### config.mk
export PLATFORM = sky130hd
export DESIGN_NAME = prefetch_buffer_flat
export DESIGN_NICKNAME = d
export VERILOG_FILES = /design/src/rtl/prefetch_buffer_if.sv /design/src/rtl/prefetch_buffer.sv /design/src/flat_wrapper.sv
export SDC_FILE = /design/constraint.sdc
export NUM_CORES = 1
export LEC_CHECK = 0
export ABC_CLOCK_PERIOD_IN_PS = 12800
export BUFFER_PORTS_ARGS = -buffer_cell sky130_fd_sc_hd__buf_2
export CAP_MARGIN = 20
export CORE_MARGIN = 8
export CORE_UTILIZATION = 55
export DETAILED_ROUTE_END_ITERATION = 8
export PLACE_DENSITY = 0.76
export REMOVE_ABC_BUFFERS = 1
export SYNTH_ARGS = -nofsm -noshare
export SYNTH_HDL_FRONTEND = slang
export SYNTH_SLANG_ARGS = --single-unit
### constraint.sdc
create_clock -name clk_i -period 12.8 [get_ports clk_i]
set_clock_uncertainty 0.2 [all_clocks]
set_input_delay 1.28 -clock clk_i [delete_from_list [all_inputs] [get_ports clk_i]]
set_output_delay 1.28 -clock clk_i [all_outputs]
set_load 0.02 [all_outputs]
### src/rtl/prefetch_buffer_if.sv
// Signal bundle between the prefetch buffer, the instruction memory port and ID.
// The master modport is the prefetch buffer side; slave is its environment.
interface prefetch_buffer_if #(
    parameter int DEPTH           = 4,
    parameter int MAX_OUTSTANDING = 2
);
    localparam int CW = $clog2(DEPTH + 1);
    localparam int OW = $clog2(MAX_OUTSTANDING + 1);

    logic          branch_i;
    logic [31:0]   branch_target_i;
    logic          imem_req_o;
    logic [31:0]   imem_addr_o;
    logic          imem_gnt_i;
    logic          imem_rvalid_i;
    logic [31:0]   imem_rdata_i;
    logic          instr_valid_o;
    logic          instr_ready_i;
    logic [31:0]   instr_rdata_o;
    logic [31:0]   instr_pc_o;
    // Internal occupancy exposed for observation.
    logic [CW-1:0] dbg_count_o;
    logic [OW-1:0] dbg_outstanding_o;
    logic [OW-1:0] dbg_discard_o;

    modport master (
        input  branch_i, branch_target_i, imem_gnt_i, imem_rvalid_i, imem_rdata_i, instr_ready_i,
        output imem_req_o, imem_addr_o, instr_valid_o, instr_rdata_o, instr_pc_o,
        output dbg_count_o, dbg_outstanding_o, dbg_discard_o
    );

    modport slave (
        output branch_i, branch_target_i, imem_gnt_i, imem_rvalid_i, imem_rdata_i, instr_ready_i,
        input  imem_req_o, imem_addr_o, instr_valid_o, instr_rdata_o, instr_pc_o,
        input  dbg_count_o, dbg_outstanding_o, dbg_discard_o
    );
endinterface

### src/rtl/prefetch_buffer.sv
// Instruction prefetch buffer: issues word fetches, tracks in-flight responses,
// queues {instr, pc} in order and presents them to ID; branch_i redirects and flushes.
module prefetch_buffer #(
    parameter int          DEPTH           = 4,
    parameter int          MAX_OUTSTANDING = 2,
    parameter logic [31:0] BOOT_ADDR       = 32'h0000_0000
) (
    input logic clk_i,
    input logic rst_i,
    prefetch_buffer_if.master bus
);
    localparam int CW = $clog2(DEPTH + 1);
    localparam int OW = $clog2(MAX_OUTSTANDING + 1);
    localparam int AW = $clog2(DEPTH);
    localparam logic [31:0] BOOT_WORD = {BOOT_ADDR[31:2], 2'b00};
    localparam logic [31:0] DEPTH_U   = DEPTH;
    localparam logic [31:0] MAX_OUT_U = MAX_OUTSTANDING;

    logic [31:0]   fetch_addr_q, fetch_addr_d;
    logic [31:0]   resp_pc_q, resp_pc_d;
    logic [31:0]   data_q [DEPTH];
    logic [31:0]   data_d [DEPTH];
    logic [31:0]   pc_q [DEPTH];
    logic [31:0]   pc_d [DEPTH];
    logic [AW-1:0] rd_ptr_q, rd_ptr_d;
    logic [AW-1:0] wr_ptr_q, wr_ptr_d;
    logic [CW-1:0] count_q, count_d;
    logic [OW-1:0] outstanding_q, outstanding_d;
    logic [OW-1:0] discard_q, discard_d;

    logic [31:0] occupancy;
    logic        imem_req;
    logic        granted;
    logic        push;
    logic        pop;

    always_comb begin
        // In-flight requests reserve FIFO room so no response ever has to be dropped.
        occupancy = 32'(count_q) + 32'(outstanding_q);
        imem_req  = !rst_i && !bus.branch_i && (32'(outstanding_q) < MAX_OUT_U)
                    && (occupancy < DEPTH_U);
        granted   = imem_req && bus.imem_gnt_i;
        push      = bus.imem_rvalid_i && (discard_q == '0) && !bus.branch_i;
        pop       = (count_q != '0) && bus.instr_ready_i && !bus.branch_i;

        fetch_addr_d  = fetch_addr_q;
        resp_pc_d     = resp_pc_q;
        data_d        = data_q;
        pc_d          = pc_q;
        rd_ptr_d      = rd_ptr_q;
        wr_ptr_d      = wr_ptr_q;
        count_d       = count_q;
        outstanding_d = outstanding_q;
        discard_d     = discard_q;

        if (bus.branch_i) begin
            fetch_addr_d  = {bus.branch_target_i[31:2], 2'b00};
            resp_pc_d     = {bus.branch_target_i[31:2], 2'b00};
            rd_ptr_d      = '0;
            wr_ptr_d      = '0;
            count_d       = '0;
            // Everything still in flight after this cycle is stale.
            outstanding_d = outstanding_q - OW'(bus.imem_rvalid_i);
            discard_d     = outstanding_q - OW'(bus.imem_rvalid_i);
        end else begin
            if (granted) begin
                fetch_addr_d = fetch_addr_q + 32'd4;
            end
            outstanding_d = outstanding_q + OW'(granted) - OW'(bus.imem_rvalid_i);
            if (bus.imem_rvalid_i && (discard_q != '0)) begin
                discard_d = discard_q - 1'b1;
            end
            if (push) begin
                data_d[wr_ptr_q] = bus.imem_rdata_i;
                pc_d[wr_ptr_q]   = resp_pc_q;
                wr_ptr_d         = wr_ptr_q + 1'b1;
                resp_pc_d        = resp_pc_q + 32'd4;
            end
            if (pop) begin
                rd_ptr_d = rd_ptr_q + 1'b1;
            end
            count_d = count_q + CW'(push) - CW'(pop);
        end
    end

    always_ff @(posedge clk_i or posedge rst_i) begin
        if (rst_i) begin
            fetch_addr_q  <= BOOT_WORD;
            resp_pc_q     <= BOOT_WORD;
            rd_ptr_q      <= '0;
            wr_ptr_q      <= '0;
            count_q       <= '0;
            outstanding_q <= '0;
            discard_q     <= '0;
            for (int i = 0; i < DEPTH; i++) begin
                data_q[i] <= '0;
                pc_q[i]   <= '0;
            end
        end else begin
            fetch_addr_q  <= fetch_addr_d;
            resp_pc_q     <= resp_pc_d;
            rd_ptr_q      <= rd_ptr_d;
            wr_ptr_q      <= wr_ptr_d;
            count_q       <= count_d;
            outstanding_q <= outstanding_d;
            discard_q     <= discard_d;
            data_q        <= data_d;
            pc_q          <= pc_d;
        end
    end

    assign bus.imem_req_o        = imem_req;
    assign bus.imem_addr_o       = fetch_addr_q;
    assign bus.instr_valid_o     = (count_q != '0);
    assign bus.instr_rdata_o     = data_q[rd_ptr_q];
    assign bus.instr_pc_o        = pc_q[rd_ptr_q];
    assign bus.dbg_count_o       = count_q;
    assign bus.dbg_outstanding_o = outstanding_q;
    assign bus.dbg_discard_o     = discard_q;
endmodule

### src/flat_wrapper.sv
// flat-port wrapper written by rule: the top's interface ports become plain ports
module prefetch_buffer_flat 
#(
    parameter int          DEPTH           = 4,
    parameter int          MAX_OUTSTANDING = 2,
    parameter logic [31:0] BOOT_ADDR       = 32'h0000_0000
)
  (clk_i, rst_i, bus_branch_i, bus_branch_target_i, bus_imem_gnt_i, bus_imem_rvalid_i, bus_imem_rdata_i, bus_instr_ready_i, bus_imem_req_o, bus_imem_addr_o, bus_instr_valid_o, bus_instr_rdata_o, bus_instr_pc_o, bus_dbg_count_o, bus_dbg_outstanding_o, bus_dbg_discard_o);
  prefetch_buffer_if #(.DEPTH(DEPTH), .MAX_OUTSTANDING(MAX_OUTSTANDING)) bus_i ();
  input logic clk_i;
  input logic rst_i;
  input wire logic [$bits(bus_i.branch_i)-1:0] bus_branch_i;
  input wire logic [$bits(bus_i.branch_target_i)-1:0] bus_branch_target_i;
  input wire logic [$bits(bus_i.imem_gnt_i)-1:0] bus_imem_gnt_i;
  input wire logic [$bits(bus_i.imem_rvalid_i)-1:0] bus_imem_rvalid_i;
  input wire logic [$bits(bus_i.imem_rdata_i)-1:0] bus_imem_rdata_i;
  input wire logic [$bits(bus_i.instr_ready_i)-1:0] bus_instr_ready_i;
  output wire logic [$bits(bus_i.imem_req_o)-1:0] bus_imem_req_o;
  output wire logic [$bits(bus_i.imem_addr_o)-1:0] bus_imem_addr_o;
  output wire logic [$bits(bus_i.instr_valid_o)-1:0] bus_instr_valid_o;
  output wire logic [$bits(bus_i.instr_rdata_o)-1:0] bus_instr_rdata_o;
  output wire logic [$bits(bus_i.instr_pc_o)-1:0] bus_instr_pc_o;
  output wire logic [$bits(bus_i.dbg_count_o)-1:0] bus_dbg_count_o;
  output wire logic [$bits(bus_i.dbg_outstanding_o)-1:0] bus_dbg_outstanding_o;
  output wire logic [$bits(bus_i.dbg_discard_o)-1:0] bus_dbg_discard_o;
  assign bus_i.branch_i = bus_branch_i;
  assign bus_i.branch_target_i = bus_branch_target_i;
  assign bus_i.imem_gnt_i = bus_imem_gnt_i;
  assign bus_i.imem_rvalid_i = bus_imem_rvalid_i;
  assign bus_i.imem_rdata_i = bus_imem_rdata_i;
  assign bus_i.instr_ready_i = bus_instr_ready_i;
  assign bus_imem_req_o = bus_i.imem_req_o;
  assign bus_imem_addr_o = bus_i.imem_addr_o;
  assign bus_instr_valid_o = bus_i.instr_valid_o;
  assign bus_instr_rdata_o = bus_i.instr_rdata_o;
  assign bus_instr_pc_o = bus_i.instr_pc_o;
  assign bus_dbg_count_o = bus_i.dbg_count_o;
  assign bus_dbg_outstanding_o = bus_i.dbg_outstanding_o;
  assign bus_dbg_discard_o = bus_i.dbg_discard_o;
  prefetch_buffer #(.DEPTH(DEPTH), .MAX_OUTSTANDING(MAX_OUTSTANDING), .BOOT_ADDR(BOOT_ADDR)) u_core (.clk_i(clk_i), .rst_i(rst_i), .bus(bus_i));
endmodule
==> flow_summary_export.csv, run 1 <==
group,metric,value,unit
setup_path,r2r-start,"u_core.bus.dbg_discard_o[0]$_DFFE_PP0P_",
timing,finalMaxSlewViolations,0,
placed_design,placed_cells,1522,
drt,drt_first_pass_iters,5,
pwr,irDropWorstVdd,139,uV
logic_synthesis,synth_warnings,0,
timing,finalSetupTns,0,ns
clocking,cts_tree,"built",
floorplan,initial_core_util,56.0,%
clocking,cts_buffer_depth,3,
layout,post-route-util,65.1,%
logic_synthesis,ys_ff_latch,319,
worst_hold_path,hold_start,"u_core.pc_q[42]$_DFFE_PP0P_",
logic_synthesis,synth_area_leader_cell,"dfrtp_1",
placed_design,dpl_cell_area,15700,um2
setup_path,endpoint,"bus_instr_pc_o[23]",
setup_path,worst_ep_arrival_time,2.96,ns
run,drv_cap,0,
logic_synthesis,yosysMostFrequentCell,"dfrtp_1",
layout,design_area,17000,um2
pwr,power_density,214,nW/um2
global_routing,antenna_found_initial,1,
logic_synthesis,synth_cell_types,46,
drt,avgRoutedWirePerCell,21.2,um
setup_path,reg2reg_depth,6,
status,status,"completed",
setup_path,worstPathRequired,11.32,ns
timing,fmax,225,MHz
timing,post-route-period-util,34.7,%
timing,final_hold_viol_count,0,
drt,first_iter_violations,574,
timing,slew_headroom,24.4,%
logic_synthesis,netlist_area,14600,um2
clocking,cts.clk_slew.worst_paths,0.06,ns
setup_path,timing.rr.end,"u_core.data_q[120]$_DFFE_PP0P_",
setup_path,worstSetupStartpointType,"register",
floorplan,rows,59,
drt,viasPerCell,5.86,
clocking,postCtsHoldBufs,0,
logic_synthesis,synth-edff-count,0,
clocking,clkLatencyLatePin,0.51,ns
setup_path,r2r_slack,9.46,ns
drt,drc_errors,0,
floorplan,die_h,179,um
clocking,cts.sinks,319,
drt,drt-total-wl,33500,um
placed_design,place_congestion,0.764,
placed_design,dp_slack,8.15,ns
logic_synthesis,synth_area_leaders,"dfrtp_1 55%, mux2_2 18%, mux4_2 9.5%, nand2_1 2.1%, o21ai_0 2.1%",
placed_design,io_buffers,168,
timing,period_needed,4.44,ns
floorplan,die-area,32100,um2
clocking,cts-buffers-inserted,35,
timing,rsz0062_at_grt,"false",
placed_design,dp_hpwl,20500,um
floorplan,fp.coreArea,26100,um2
logic_synthesis,yosys-top-cells-count,"319 x dfrtp_1, 232 x mux2_2, 80 x nand2_1",
timing,finalSetupViolations,0,
logic_synthesis,ys_seq_area_share,54.5,%
drt,num_vias,9297,
setup_path,crit_path_end_kind,"output port",
clocking,cts_resized,0,
drt,drtAntennaViolNets,0,
logic_synthesis,synthFlopType,"dfrtp_1",
timing,tightestPinTransition,1.13,ns
layout,syn2layout_area_growth,16.2,%
layout,fin_nets,1309,
clocking,cts_root_buf,"clkbuf_16",
floorplan,fp.dieW,179,um
logic_synthesis,synth_top_area_share,54.5,%
global_routing,grt_pass1_vias,9941,
layout,fin_cells,1586,
clocking,cts_setup_buffers,0,
layout,diodes,0,
pwr,power,3.63,mW
timing,finalWorstSetupSlack,8.36,ns
timing,fin_hold_ws,0.277,ns
setup_path,cp_max_fo,35,
global_routing,grt_pass1_wl,54200,um
pwr,power_leakage,8.02,nW
layout,layout-drive-gt1-share,43.5,%
logic_synthesis,syn-instance-count,1080,
clocking,cts_htree_levels,2,
global_routing,grt_max_degree,193,
setup_path,crit_path_start,"u_core.rd_ptr_q[0]$_DFFE_PP0P_",
logic_synthesis,synth.avg_cell_area,13.6,um2
floorplan,ioPinCount,175,
setup_path,crit_type,"register to output port",
logic_synthesis,synth_async_sr_flop_share,100,%
global_routing,grtUsageTotal,21.6,%
worst_hold_path,hp-class,"register to register",
global_routing,overflow,0,
## critical path, stage by stage (launching register included)
cell and delay [ns]:
dfrtp_4 0.85, buf_4 0.72, mux4_2 0.65, buf_2 0.19
## per-layer routing
layer	part of all wire (%)	up-vias	wire (um)	track usage [%]
met5	0.027	-	9	0
met1	45	4815	15000	29.7
met4	1.5	2	497	4.93
met2	48	225	16200	35.0
li1	-	4218	-	-
met3	5.6	37	1870	4.40
## cell families (layout without fill, tap and decap cells)
| group | after synthesis | after routing | synth area share, % |
|---|---|---|---|
| adders and majority gates | 13 | 13 | 1.16 |
| muxes | 298 | 298 | 27.7 |
| other | 1 | 4 | 0.0256 |
| xor gates and xnor gates | 43 | 43 | 2.57 |
| buffers and inverters | 98 | 266 | 2.75 |
| DFF | 319 | 319 | 54.5 |
| AOI/OAI and AO/OA | 99 | 99 | 3.92 |
| and+or+nand+nor | 209 | 209 | 7.37 |
## area by class of cell
class / count / area (um2)
flip-flops and latches: 319 / 7990
clock buffers: 48 / 1040
inverters: 28 / 113
well taps: 335 / 419
fillers: 2018 / 9130
multi-input cells: 666 / 6290
clock inverters: 14 / 228
repair buffers: 176 / 926
## placed cells by master, fill, tap and decap left out, drive strengths merged, types with 25 or more instances in the layout
cell type	instances
nand2	80
nand3	35
nor2	25
o21ai	65
clkbuf	48
dfrtp	319
mux4	62
inv	28
xnor2	32
buf	176
mux2	232
## registers in the layout (all words and copies together), names as in the netlist
name	cells
u_core.pc_q	120
u_core.bus.dbg_count_o	3
u_core.wr_ptr_q	2
u_core.data_q	128
u_core.bus.dbg_outstanding_o	2
u_core.resp_pc_q	30
u_core.rd_ptr_q	2
u_core.bus.imem_addr_o	30
u_core.bus.dbg_discard_o	2
## power by group
group	internal [mW]	switching, mW	total, mW
registers	1.27	0.184	1.45
logic	0.542	0.552	1.09
clock network	0.688	0.398	1.09
## worst min path at each step
stage          slack [ns]                           end  cells past startpoint
2_1_floorplan        0.24   u_core.pc_q[41]$_DFFE_PP0P_                      2
3_3_place_gp         0.26  u_core.pc_q[117]$_DFFE_PP0P_                      2
3_5_place_dp         0.27   u_core.pc_q[42]$_DFFE_PP0P_                      2
4_1_cts              0.28   u_core.pc_q[42]$_DFFE_PP0P_                      2
5_1_grt              0.31   u_core.pc_q[91]$_DFFE_PP0P_                      2
6_report             0.28   u_core.pc_q[42]$_DFFE_PP0P_                      2
No activity file was read; power rests on OpenSTA's default activity.
==> inputs of run 2 (changes only) <==
--- a/config.mk
+++ b/config.mk
@@ -5,13 +5,13 @@
 export SDC_FILE = /design/constraint.sdc
 export NUM_CORES = 1
 export LEC_CHECK = 0
-export ABC_CLOCK_PERIOD_IN_PS = 12800
+export ABC_CLOCK_PERIOD_IN_PS = 4000
 export BUFFER_PORTS_ARGS = -buffer_cell sky130_fd_sc_hd__buf_2
 export CAP_MARGIN = 20
 export CORE_MARGIN = 8
-export CORE_UTILIZATION = 55
+export CORE_UTILIZATION = 53
 export DETAILED_ROUTE_END_ITERATION = 8
-export PLACE_DENSITY = 0.76
+export PLACE_DENSITY = 0.77
 export REMOVE_ABC_BUFFERS = 1
 export SYNTH_ARGS = -nofsm -noshare
 export SYNTH_HDL_FRONTEND = slang
==> constraint.sdc (replaced) <==
create_clock -name clk_i -period 4 [get_ports clk_i]
set_clock_uncertainty 0.2 [all_clocks]
set_input_delay 0.4 -clock clk_i [delete_from_list [all_inputs] [get_ports clk_i]]
set_output_delay 0.4 -clock clk_i [all_outputs]
set_load 0.02 [all_outputs]
==> flow_summary_export.csv, run 2 (same netlist as run 1, synthesis figures left out) <==
group,metric,value,unit
timing,finalWorstSetupSlack,0.898,ns
worst_hold_path,hold_depth,3,
layout,syn2layout_area_growth,20.6,%
drt,wl_met1,14600,um
timing,rsz0062_at_grt,"false",
clocking,cts-buffers-inserted,35,
global_routing,overflow,0,
floorplan,ioPinCount,175,
timing,finalMaxSlewViolations,0,
timing,fmax,322,MHz
layout,final_common_cell,"dfrtp_1",
global_routing,grtUsageTotal,21.2,%
setup_path,reg2reg_depth,7,
setup_path,r2r_slack,0.93,ns
setup_path,critPathBufInv,2,
global_routing,grt_pass1_wl,56500,um
floorplan,die_h,182,um
clocking,clkLatencyLatePin,0.51,ns
setup_path,critical_path.top_delay_family,"flip-flops",
layout,n_fill_cell,2029,
status,status,"completed",
setup_path,worstPathRequired,3.40,ns
setup_path,cp_max_fo,40,
timing,finalSetupViolations,0,
setup_path,crit_type,"register to output port",
placed_design,dpl_cell_area,15900,um2
drt,avgRoutedWirePerCell,20.7,um
timing,final_hold_viol_count,0,
layout,top_register,"u_core.data_q",
global_routing,grt_max_degree,132,
global_routing,antenna_found_initial,0,
layout,design_area,17600,um2
drt,first_iter_violations,554,
setup_path,cp_slowest_cell,"dfrtp_4",
setup_path,r2r-start,"u_core.bus.dbg_discard_o[0]$_DFFE_PP0P_",
drt,viasPerCell,5.80,
floorplan,die-area,33200,um2
placed_design,io_buffers,168,
timing,period_needed,3.10,ns
floorplan,fp.dieW,182,um
worst_hold_path,min_to,"u_core.bus.imem_addr_o[29]$_DFFE_PP0P_",
global_routing,grt_pass1_vias,10400,
layout,top_regs,"u_core.data_q x128, u_core.pc_q x120",
run,drv_cap,0,
timing,post-route-period-util,77.5,%
drt,drt-total-wl,34400,um
layout,layout-drive-gt1-share,41.6,%
clocking,cts_htree_levels,2,
drt,num_vias,9674,
placed_design,dp_slack,0.907,ns
layout,fin_nets,1381,
worst_hold_path,hp-class,"input port to register",
drt,met3WireLength,2290,um
layout,largest_register_ffs,128,
pwr,power_leakage,8.30,nW
setup_path,cp_cell_sequence,"buf_12 > mux4_2 > buf_2",
clocking,cts.clk_slew.worst_paths,0.06,ns
floorplan,fp.coreArea,27500,um2
clocking,cts_resized,0,
worst_hold_path,hold_start,"bus_branch_target_i[29]",
setup_path,worst_ep_arrival_time,2.50,ns
floorplan,initial_core_util,53.3,%
setup_path,crit_path_end_kind,"output port",
pwr,power_density,650,nW/um2
pwr,irDropWorstVdd,473,uV
setup_path,timing.rr.end,"u_core.data_q[31]$_DFFE_PP0P_",
layout,final_cell_mix,"317 x dfrtp_1, 232 x mux2_2, 168 x buf_2",
drt,drc_errors,0,
layout,diodes,0,
drt,dr_wl_met2,16800,um
timing,slew_headroom,31.9,%
drt,top_layer,"met4",
placed_design,dp_hpwl,21900,um
pwr,power,11.5,mW
floorplan,rows,61,
setup_path,critPathMaxStageDelay,0.78,ns
timing,tightestPinTransition,1.02,ns
clocking,cts.sinks,319,
setup_path,worstSetupStartpointType,"register",
drt,drtAntennaViolNets,0,
drt,drt_first_pass_iters,5,
timing,fin_hold_ws,0.0175,ns
layout,post-route-util,64.2,%
placed_design,place_congestion,0.804,
clocking,cts_tree,"built",
clocking,cts_buffer_depth,3,
clocking,cts_root_buf,"clkbuf_16",
[run 2: cell types whose count changed in the layout (fill, tap and decap cells not counted), sizes merged]
cell,before,now
buf,176,187
bufinv,6,2
clkbuf,48,53
clkinvlp,3,0
dlygate4sd3,0,61
[run 2: how the worst max path moves through the flow]
| stage | from | endpoint | slack [ns] | cells after the start |
|---|---|---|---|---|
| 2_1_floorplan | rst_i | u_core.bus.dbg_count_o[0]$_DFF_PP0_ | -5.43 | 1 |
| 3_3_place_gp | u_core.bus.dbg_discard_o[0]$_DFFE_PP0P_ | u_core.data_q[20]$_DFFE_PP0P_ | 0.97 | 7 |
| 3_5_place_dp | u_core.bus.dbg_discard_o[0]$_DFFE_PP0P_ | u_core.data_q[21]$_DFFE_PP0P_ | 0.91 | 7 |
| 4_1_cts | u_core.rd_ptr_q[0]$_DFFE_PP0P_ | bus_instr_pc_o[22] | 0.83 | 3 |
| 5_1_grt | u_core.rd_ptr_q[0]$_DFFE_PP0P_ | bus_instr_pc_o[22] | 0.75 | 3 |
| 6_report | u_core.rd_ptr_q[0]$_DFFE_PP0P_ | bus_instr_pc_o[22] | 0.90 | 3 |
[run 2: per-layer routing]
metal	track usage (%)	vias up
met4	5.74	0
li1	-	4361
met2	34.7	291
met3	4.83	56
met1	28.3	4966
met5	0	-
[run 2: report_power, final]
group / internal, mW / total [mW] / switching [mW]
combinational: 1.80 / 3.63 / 1.83
clock: 1.98 / 3.21 / 1.24
sequential: 4.06 / 4.63 / 0.568
total: 7.83 / 11.5 / 3.64
[run 2: layout make-up]
| type | count | area (um2) | area share (%) |
|---|---|---|---|
| Timing Repair Buffer | 248 | 1660 | 9.41 |
| Clock buffer | 53 | 1080 | 6.10 |
| Tap cell | 346 | 433 | 2.45 |
| Inverter | 28 | 113 | 0.638 |
| Multi-Input combinational cell | 666 | 6290 | 35.7 |
| Sequential cell | 319 | 7990 | 45.3 |
| Clock inverter | 7 | 85.1 | 0.482 |
[run 2: repair_timing]
item                                   in CTS  in global routing
endpoints found under the hold margin     305                  0
hold buffers                               61                  0
setup buffers                               0                  0
[run 2: metrics by stage]
stage	instances	setup TNS, ns
global route	1667	0
detailed placement	1546	0
finish	1667	0
floorplan	1013	-1731.50
global placement	1545	0
CTS	1667	0
[run 2: worst min-delay path, stage by stage]
cell and delay, ns:
buf_2 0.09, nand2_1 0.11, nand3_1 0.09
==> inputs of run 3 (changes only) <==
--- a/config.mk
+++ b/config.mk
@@ -5,7 +5,7 @@
 export SDC_FILE = /design/constraint.sdc
 export NUM_CORES = 1
 export LEC_CHECK = 0
-export ABC_CLOCK_PERIOD_IN_PS = 4000
+export ABC_CLOCK_PERIOD_IN_PS = 2800
 export BUFFER_PORTS_ARGS = -buffer_cell sky130_fd_sc_hd__buf_2
 export CAP_MARGIN = 20
 export CORE_MARGIN = 8
==> constraint.sdc (replaced) <==
create_clock -name clk_i -period 2.8 [get_ports clk_i]
set_clock_uncertainty 0.2 [all_clocks]
set_input_delay 0.28 -clock clk_i [delete_from_list [all_inputs] [get_ports clk_i]]
set_output_delay 0.28 -clock clk_i [all_outputs]
set_load 0.02 [all_outputs]
==> flow_summary_export.csv, run 3 (same netlist as run 1, synthesis figures left out) <==
group,metric,value,unit
floorplan,die-area,33200,um2
timing,post-route-period-util,91.7,%
drt,num_vias,9896,
clocking,cts_buffer_depth,3,
layout,syn2layout_area_growth,23.4,%
layout,final_common_cell,"dfrtp_1",
clocking,cts.clk_slew.worst_paths,0.06,ns
clocking,cts_tree,"built",
timing,fin_hold_ws,0.0365,ns
layout,fin_nets,1402,
global_routing,grt_pass1_wl,57600,um
drt,first_iter_violations,580,
setup_path,r2r_slack,0.24,ns
global_routing,antenna_found_initial,0,
pwr,power_density,934,nW/um2
setup_path,cp_slowest_cell,"mux4_2",
worst_hold_path,hold_start,"bus_branch_i",
timing,rsz0062_at_grt,"false",
setup_path,worstSetupStartpointType,"register",
placed_design,dp_hpwl,23300,um
drt,drtAntennaViolNets,0,
clocking,cts_htree_levels,2,
setup_path,crit_path_end_kind,"output port",
setup_path,cp_max_fo,43,
status,status,"completed",
floorplan,die_h,182,um
timing,fmax,389,MHz
layout,diodes,0,
setup_path,worst_ep_arrival_time,2.09,ns
worst_hold_path,min_to,"u_core.rd_ptr_q[0]$_DFFE_PP0P_",
worst_hold_path,hp-class,"input port to register",
setup_path,worstPathRequired,2.32,ns
timing,final_hold_viol_count,0,
clocking,cts.sinks,319,
clocking,cts-buffers-inserted,36,
layout,largest_register_ffs,128,
setup_path,cp_cell_sequence,"buf_12 > mux4_2 > buf_2",
placed_design,io_buffers,168,
timing,finalWorstSetupSlack,0.232,ns
layout,area.sequential,7990,um2
global_routing,overflow,0,
setup_path,timing.rr.end,"u_core.resp_pc_q[27]$_DFFE_PP0N_",
global_routing,grt_pass1_vias,10500,
floorplan,initial_core_util,53.3,%
timing,slew_headroom,50.8,%
setup_path,critical_path.top_delay_family,"multiplexers",
clocking,clkLatencyLatePin,0.52,ns
drt,drt_first_pass_iters,5,
setup_path,crit_type,"register to output port",
floorplan,fp.dieW,182,um
drt,avgRoutedWirePerCell,20.9,um
run,drv_cap,0,
timing,period_needed,2.57,ns
setup_path,r2r-start,"u_core.bus.dbg_discard_o[0]$_DFFE_PP0P_",
global_routing,grt_max_degree,73,
floorplan,fp.coreArea,27500,um2
timing,finalMaxSlewViolations,0,
layout,final_cell_mix,"317 x dfrtp_1, 232 x mux2_2, 168 x buf_2",
floorplan,ioPinCount,175,
setup_path,reg2reg_depth,7,
drt,drt-total-wl,35300,um
timing,tightestPinTransition,0.731,ns
clocking,cts_root_buf,"clkbuf_16",
worst_hold_path,hold_depth,3,
layout,layout-drive-gt1-share,42.5,%
drt,drc_errors,0,
layout,top_regs,"u_core.data_q x128, u_core.pc_q x120",
pwr,irDropWorstVdd,649,uV
setup_path,critPathBufInv,2,
layout,top_register,"u_core.data_q",
global_routing,grtUsageTotal,21.7,%
pwr,power,16.9,mW
drt,viasPerCell,5.85,
timing,finalSetupViolations,0,
setup_path,critPathMaxStageDelay,0.57,ns
placed_design,place_congestion,0.813,
layout,multi_input_area,6290,um2
placed_design,dp_slack,0.300,ns
clocking,cts_setup_buffers,0,
layout,n_fill_cell,1976,
floorplan,rows,61,
pwr,power_leakage,8.50,nW
-- run 3: cell count changes in the layout (fill, tap and decap cells not counted), sizes merged --
cell,before,now
buf,187,203
dlygate4sd3,61,65
bufinv,2,5
inv,28,31
clkbuf,53,51
clkinv,5,6
clkinvlp,0,1
-- run 3: worst register-to-register path, cell delays in order (launching register included) --
cell	delay, ns
dfrtp_1	0.37
inv_1	0.10
ha_1	0.23
nand2_1	0.18
or4b_4	0.70
nor3_1	0.29
xnor2_1	0.10
mux2_2	0.27
-- run 3: report_power, final --
part	switching, mW	internal (mW)
clock network	1.87	3.11
logic	2.73	2.64
registers	0.720	5.80
total	5.32	11.6
-- run 3: worst max path at each step --
stage / startpoint / endpoint / slack (ns) / depth (start not counted)
after floorplan: rst_i / u_core.bus.dbg_count_o[0]$_DFF_PP0_ / -6.51 / 1
after global placement: u_core.bus.dbg_discard_o[0]$_DFFE_PP0P_ / u_core.resp_pc_q[27]$_DFFE_PP0N_ / 0.35 / 7
after detailed placement: u_core.bus.dbg_discard_o[0]$_DFFE_PP0P_ / u_core.resp_pc_q[27]$_DFFE_PP0N_ / 0.30 / 7
after CTS: u_core.rd_ptr_q[0]$_DFFE_PP0P_ / bus_instr_pc_o[24] / 0.19 / 3
after global routing: u_core.bus.dbg_discard_o[0]$_DFFE_PP0P_ / u_core.resp_pc_q[27]$_DFFE_PP0N_ / 0.11 / 7
final: u_core.rd_ptr_q[0]$_DFFE_PP0P_ / bus_instr_rdata_o[20] / 0.23 / 3
-- run 3: layout make-up --
type	count	area share, %
clock buffer	51	5.86
clock inverter	15	1.20
inverter	28	0.623
multi-input combinational	666	34.8
sequential	319	44.2
tap	346	2.40
timing repair buffer	268	10.9
-- run 3: stage by stage --
| step | util [%] | instances | setup TNS (ns) | area (um2) |
|---|---|---|---|---|
| CTS | 65.8 | 1693 | 0 | 18100 |
| global route | 65.8 | 1693 | 0 | 18100 |
| finish | 65.8 | 1693 | 0 | 18100 |
| detailed placement | 58.8 | 1562 | 0 | 16100 |
| global placement | 58.8 | 1562 | 0 | 16100 |
| floorplan | - | 1013 | -2240.70 | 14400 |
-- run 3: routing by layer --
metal	global-route usage, %	up-vias	share of wire (%)
met5	0	-	0
met4	5.61	0	2.3
met3	4.97	56	6.8
met2	35.9	318	49
met1	28.5	5117	42
li1	-	4405	-
-- run 3: repair_timing --
action                                 4_1_cts  5_1_grt
setup endpoints to repair                    0        0
resized for setup                            0        0
endpoints found under the hold margin      256        0
hold buffers                                65        0
